$ cat config.mk
export PLATFORM = sky130hd
export DESIGN_NAME = jk_counter_flat
export DESIGN_NICKNAME = d
export VERILOG_FILES = /design/src/rtl/jk_counter_if.sv /design/src/rtl/jk_counter.sv /design/src/flat_wrapper.sv
export SDC_FILE = /design/constraint.sdc
export NUM_CORES = 1
export LEC_CHECK = 0
export ABC_AREA = 0
export BUFFER_PORTS_ARGS = -buffer_cell sky130_fd_sc_hd__buf_4
export CORE_AREA = 2 2 39 41
export DETAILED_ROUTE_END_ITERATION = 10
export DIE_AREA = 0 0 41 43
export GPL_TIMING_DRIVEN = 0
export PLACE_DENSITY = 0.71
export SLEW_MARGIN = 20
export SYNTH_ARGS = -nofsm -noshare
export SYNTH_HDL_FRONTEND = slang
export SYNTH_SLANG_ARGS = --single-unit
$ cat constraint.sdc
create_clock -name clk -period 2 [get_ports clk]
set_input_delay 0.5 -clock clk [delete_from_list [all_inputs] [get_ports clk]]
set_output_delay 0.5 -clock clk [all_outputs]
set_load 0.01 [all_outputs]
$ cat src/rtl/jk_counter_if.sv
// jk_counter_if: control and status bundle between a controller and the JK counter
interface jk_counter_if #(
   parameter int WIDTH = 4
);
   logic             en;
   logic [1:0]       mode;
   logic [WIDTH-1:0] j;
   logic [WIDTH-1:0] k;
   logic [WIDTH-1:0] d;
   logic [WIDTH-1:0] q;
   logic             tc;
   logic             wrap;
   modport master (output en, mode, j, k, d, input q, tc, wrap);
   modport slave  (input en, mode, j, k, d, output q, tc, wrap);
endinterface

$ cat src/rtl/jk_counter.sv
// jk_counter: bank of JK stages that can also count up/down modulo MAX+1 or load in parallel
module jk_counter #(
   parameter int WIDTH = 4,
   parameter int MAX   = 2**WIDTH-1
) (
   input logic         clk,
   input logic         rst,
   jk_counter_if.slave bus
);
   localparam logic [WIDTH-1:0] LIM = WIDTH'(MAX);
   logic [WIDTH-1:0] q_q, q_d, jk_nxt;
   logic             wrap_q, wrap_d, at_top, at_bot, up, dn;
   assign up     = bus.mode == 2'b01;
   assign dn     = bus.mode == 2'b10;
   assign at_top = q_q >= LIM;
   assign at_bot = q_q == '0 || q_q > LIM;
   assign jk_nxt = (bus.j & ~q_q) | (~bus.k & q_q);
   assign q_d    = !bus.en           ? q_q :
                   bus.mode == 2'b00 ? jk_nxt :
                   up                ? (at_top ? '0 : q_q + WIDTH'(1)) :
                   dn                ? (at_bot ? LIM : q_q - WIDTH'(1)) :
                                       (bus.d > LIM ? LIM : bus.d);
   assign wrap_d = bus.en && ((up && at_top) || (dn && at_bot));
   // state registers; reset clears the count immediately, independent of clk
   always_ff @(posedge clk or negedge rst) begin
      if (!rst) begin
         q_q    <= '0;
         wrap_q <= 1'b0;
      end else begin
         q_q    <= q_d;
         wrap_q <= wrap_d;
      end
   end
   assign bus.q    = q_q;
   assign bus.wrap = wrap_q;
   assign bus.tc   = (up && at_top) || (dn && q_q == '0);
endmodule

$ cat src/flat_wrapper.sv
// flat-port wrapper written by rule: the top's interface ports become plain ports
module jk_counter_flat 
#(
   parameter int WIDTH = 4,
   parameter int MAX   = 2**WIDTH-1
)
  (clk, rst, bus_en, bus_mode, bus_j, bus_k, bus_d, bus_q, bus_tc, bus_wrap);
  jk_counter_if #(.WIDTH(WIDTH)) bus_i ();
  input logic clk;
  input logic rst;
  input wire logic [$bits(bus_i.en)-1:0] bus_en;
  input wire logic [$bits(bus_i.mode)-1:0] bus_mode;
  input wire logic [$bits(bus_i.j)-1:0] bus_j;
  input wire logic [$bits(bus_i.k)-1:0] bus_k;
  input wire logic [$bits(bus_i.d)-1:0] bus_d;
  output wire logic [$bits(bus_i.q)-1:0] bus_q;
  output wire logic [$bits(bus_i.tc)-1:0] bus_tc;
  output wire logic [$bits(bus_i.wrap)-1:0] bus_wrap;
  assign bus_i.en = bus_en;
  assign bus_i.mode = bus_mode;
  assign bus_i.j = bus_j;
  assign bus_i.k = bus_k;
  assign bus_i.d = bus_d;
  assign bus_q = bus_i.q;
  assign bus_tc = bus_i.tc;
  assign bus_wrap = bus_i.wrap;
  jk_counter #(.WIDTH(WIDTH), .MAX(MAX)) u_core (.clk(clk), .rst(rst), .bus(bus_i));
endmodule
# Word level (Yosys, flattened, before mapping)
# Cells that the tools add are included.
# W data, S select, Z words.
[totals]
ff_bits = 5
in_bits = 17
word_cells = 29
[op_classes]
addsub = 2
magnitude_cmp = 3
eq_ne = 2
n_mux = 6
bitwise_logic = 5
n_reduce_logical = 9
[ops]
columns = ["operator", "n"]
rows = [
  ["$mux W4", 6],
  ["$and A4 B4 Y4", 2],
  ["$gt A4 B4 Y1 const B", 2],
  ["$not A4 Y4", 2],
  ["$add A4 B1 Y4 const B", 1],
  ["$ge A4 B4 Y1 const B", 1],
  ["$logic_and A1 B1 Y1", 4],
  ["$logic_not A4 Y1", 1],
  ["$or A4 B4 Y4", 1],
  ["$sub A4 B1 Y4 const B", 1],
  ["$logic_or A1 B1 Y1", 3],
  ["$eq A2 B1 Y1 const B", 1],
  ["$eq A2 B2 Y1 const B", 1],
  ["$logic_not A2 Y1", 1],
]

# Logic depth before layout (Yosys ltp)
[logic_depth]
depth_word = 6
mapped_depth = 6

# Worst setup path before layout
# Ideal clock, no wire load.
[synth_path]
kind = "register -> output"
startpoint = "reg u_core.q_q[0], in the netlist u_core.bus.q[0]"
endpoint = "out bus_tc"
arrival_time_ps = 1204
required_time_ps = 1500
setup_slack_ps = 296
path_stages_with_launch = 5
path_cell_list = "dfrtp_1 > inv_1 > ha_1 > nand2_1 > o32ai_1"
[synth_via]
elab_chain_cells = 3
word_cells_on_any_way = 5
classes_between = "1 x order compare; 4 x reduce/logical"
[synth_rtl]
columns = ["item", "line_no", "source"]
rows = [
  ["start, declared", "jk_counter.sv:11", "logic [WIDTH-1:0] q_q, q_d, jk_nxt;"],
  ["start signal, assigned", "jk_counter.sv:30", "q_q <= q_d;"],
  ["$ge A4 B4 Y1 or $logic_not A4 Y1 (tied branches)", "jk_counter.sv:15, jk_counter.sv:36", ""],
  ["$logic_and A1 B1 Y1", "jk_counter.sv:36", "assign bus.tc = (up && at_top) || (dn && q_q == '0);"],
  ["$logic_or A1 B1 Y1 (*)", "jk_counter.sv:36", ""],
  ["end, declared", "flat_wrapper.sv:17", "output wire logic [$bits(bus_i.tc)-1:0] bus_tc;"],
]
# Mark *: on every way between the ends. The rest lies on a longest branch, timed or not.

# Final worst setup path
# Ends and elaborated chain as after synthesis.

==> impl_metrics.py <==
metrics = {
    "worst_setup_path": {
        "cp.required_ns": 1.50,
        "end_kind": "output port",
        "cp_max_fo": 5,
        "critPathArrivalTime_ns": 1.41,
        "crit_type": "flop to output port",
        "worst_setup_path_start_kind": "flop",
    },
    "synth": {
        "postSynth.topFlopCell": "sky130_fd_sc_hd__dfrtp_1",
        "yosys.area_share.simple_pct": 27.5,
        "synth_compound_gate_area_share_pct": 32.6,
        "yosys.cell_types.count": 32,
        "synth-async-reset-ratio_pct": 100,
        "yosysWarnings": 0,
        "synth_top_area_share_pct": 25.7,
        "synth_adder_area_share_pct": 5.14,
        "synth_enable_flop_cells": 0,
        "post_synthesis_area_per_instance_um2": 8.11,
        "ranking_of_synthesized_cells_by_area": "sky130_fd_sc_hd__dfrtp_1 (26%), sky130_fd_sc_hd__a21oi_1 (5.1%), sky130_fd_sc_hd__ha_1 (5.1%)",
        "synth_top_family_by_area": "compound AO/OA/AOI/OAI gates",
        "synth_cells": 60,
        "mappedNetlistArea_um2": 487,
        "synth_xor_xnor_area_share_pct": 0,
        "number_of_register_bits_inferred_by_synthesis": 5,
        "synth_top_cell_by_area": "sky130_fd_sc_hd__dfrtp_1",
        "synth-seq-area-share_pct": 25.7,
        "synth_top_cells_by_count": "sky130_fd_sc_hd__a21oi_1 (5), sky130_fd_sc_hd__dfrtp_1 (5), sky130_fd_sc_hd__o21ai_0 (5), sky130_fd_sc_hd__nand2_1 (4), sky130_fd_sc_hd__nand2b_1 (4)",
        "mappedNetlistNets": 79,
        "mux_share_of_post_synthesis_cell_area_pct": 2.31,
    },
    "power": {
        "p_total_uw": 531,
        "ir_worst_vdd_v": 0.000572,
        "static-leakage-power_nw": 0.310,
        "power.density_mw_per_mm2": 746,
    },
    "die": {
        "design.die.area_mm2": 0.00176,
        "floorplan.die.height_um": 43,
        "core_mm2": 0.00138,
        "initial_standard_cell_utilization_of_the_core_pct": 35.2,
        "pin_count": 23,
        "die_span_x_um": 41,
        "rows": 14,
    },
    "detailed_routing": {
        "dr_total_vias": 532,
        "detailroute.wirelength.met2_um": 607,
        "detail_route.iter0.violations": 6,
        "wirelength_met1_um": 514,
        "total_wirelength_of_the_detailed_routed_design_mm": 1.24,
        "detail_route.vias_per_cell": 5.27,
        "met3_wirelength_um": 117,
        "dr.pass1.iters": 4,
        "route.top_layer_used": "met3",
        "ant_nets": 0,
        "count_of_unresolved_drc_violations_after_routing": 0,
        "route.detailed.wl_per_inst_um": 12.3,
    },
    "placement": {
        "place_area_um2": 664,
        "hpwl_detailed_um": 922,
        "routabilityCongestion": 0.758,
        "portBuffers": 21,
    },
    "clock_tree": {
        "clkTransAtPathRegs_ns": 0.04,
        "clock_tree.buffer_depth": 2,
        "clock_tree.root_cell": "sky130_fd_sc_hd__clkbuf_4",
        "cts_inserted_buffers": 3,
        "number_of_buffers_inserted_for_hold_repair_after_clock_tree_synthesis": 0,
        "cts_tree": "done",
        "clock_tree.htree_level_count": 1,
        "insertion_delay_ns": 0.24,
        "clkSinkCount": 5,
    },
    "global_routing": {
        "overflow": 0,
        "global_route_wire_length_before_repair_mm": 1.89,
        "grt_pass1_vias": 469,
        "track_usage_pct": 15.8,
        "grt_max_degree": 11,
        "grt_antenna_before_repair": 0,
    },
    "flow_run": {
        "max_cap_viol_count": 0,
    },
    "timing": {
        "slew_violations": 0,
        "achievable-frequency_mhz": 523,
        "period_minus_slack_ns": 1.91,
        "max_slew.worst_pin.slew_ns": 0.364,
        "hold_ws_ns": 0.0494,
        "worst_clock_skew_ns": 0.00369,
        "setup_viol": 0,
        "timing.final.hold_violations": 0,
        "layout_worst_path_cycle_share_pct": 95.6,
        "max_slew_margin_pct": 75.7,
    },
    "run_status": {
        "outcome": "finished clean",
    },
    "min_path": {
        "hold_class": "input pin to async pin",
    },
    "finish": {
        "syn2layout_area_growth_pct": 46.3,
        "total_of_fill_cells_in_the_finished_design": 139,
        "finalInstanceArea_um2": 712,
        "fin_nets": 105,
        "post_route_cells_drive_above_1_share_pct": 41.2,
        "num_antenna_cells": 0,
        "final_util_pct": 51.4,
    },
}
-- critical path, cell delays in order (launching register included) --
cell and delay [ns]:
sky130_fd_sc_hd__dfrtp_1 0.41, sky130_fd_sc_hd__inv_2 0.12, sky130_fd_sc_hd__ha_4 0.17, sky130_fd_sc_hd__nand2_1 0.07, sky130_fd_sc_hd__o32ai_2 0.23, sky130_fd_sc_hd__buf_4 0.17
-- per-layer routing --
metal	track usage (%)	up-vias
met1	20.5	222
met3	7.85	0
met4	2.00	0
li1	-	276
met5	0	-
met2	23.8	34
-- timing repair --
item	in CTS	in global routing
pin swaps	0	0
setup buffers	0	0
endpoints found under the setup margin	1	1
gates cloned	0	0
resized for setup	2	4
-- layout by cell type, fill, tap and decap left out, drive strengths merged, types with 2 or more instances in the layout --
master	instances
buf	25
a21oi	5
o21ai	5
dfrtp	5
nand2	4
nand2b	4
clkbuf	4
inv	3
and2	2
o221ai	2
a221o	2
a31oi	2
nor2	2
a211oi	2
and2b	2
ha	2
-- logic make-up (layout without fill, tap and decap cells) --
kind of cell               Yosys count  in the layout
AOI/OAI and AO/OA                   23             23
adders and majority gates            2              2
buffers and inverters                7             32
DFF                                  5              5
muxes                                1              1
and+or+nand+nor                     22             22
-- state kept, by name, indices dropped and copies added (netlist names) --
name and cells:
u_core.bus.wrap 1, u_core.bus.q 4
-- layout make-up --
| cell class | count | area, µm² | share of cell area [%] |
|---|---|---|---|
| Sequential cell | 5 | 126 | 17.8 |
| Tap cell | 16 | 20.0 | 2.81 |
| Inverter | 3 | 11.3 | 1.58 |
| Clock buffer | 4 | 26.3 | 3.69 |
| Multi-Input combinational cell | 48 | 349 | 49.0 |
| Timing Repair Buffer | 21 | 158 | 22.1 |
| Buffer | 4 | 21.3 | 2.99 |
-- worst paths after layout --
path	start	endpoint	slack, ns	cells after the start
worst max-delay path	u_core.bus.q[0]	bus_tc	0.09	5
worst min-delay path	rst	u_core.bus.wrap	0.05	1
worst max register to register	u_core.bus.q[0]	u_core.bus.q[0]	0.44	6
worst min register to register	u_core.bus.q[1]	u_core.bus.q[1]	0.59	1
max in group asynchronous	rst	u_core.bus.q[1]	1.83	1
min in group clk	u_core.bus.q[1]	u_core.bus.q[1]	0.59	1
-- through the flow --
stage | worst slack, ns | setup TNS [ns] | cells
after floorplan | 0.296 | 0 | 60
after global placement | 0.0592 | 0 | 97
after detailed placement | 0.0634 | 0 | 97
after CTS | 0.0110 | 0 | 101
after global routing | -0.00614 | -0.00614 | 101
final | 0.0871 | 0 | 101
-- where the power goes --
group | leakage [nW] | switching, mW | internal, mW
Combinational | 0.235 | 0.120 | 0.140
Sequential | 0.0596 | 0.0323 | 0.123
Clock | 0.0150 | 0.0399 | 0.0753
Total | 0.310 | 0.192 | 0.338
Note: power is estimated with default switching activity, not from simulation.
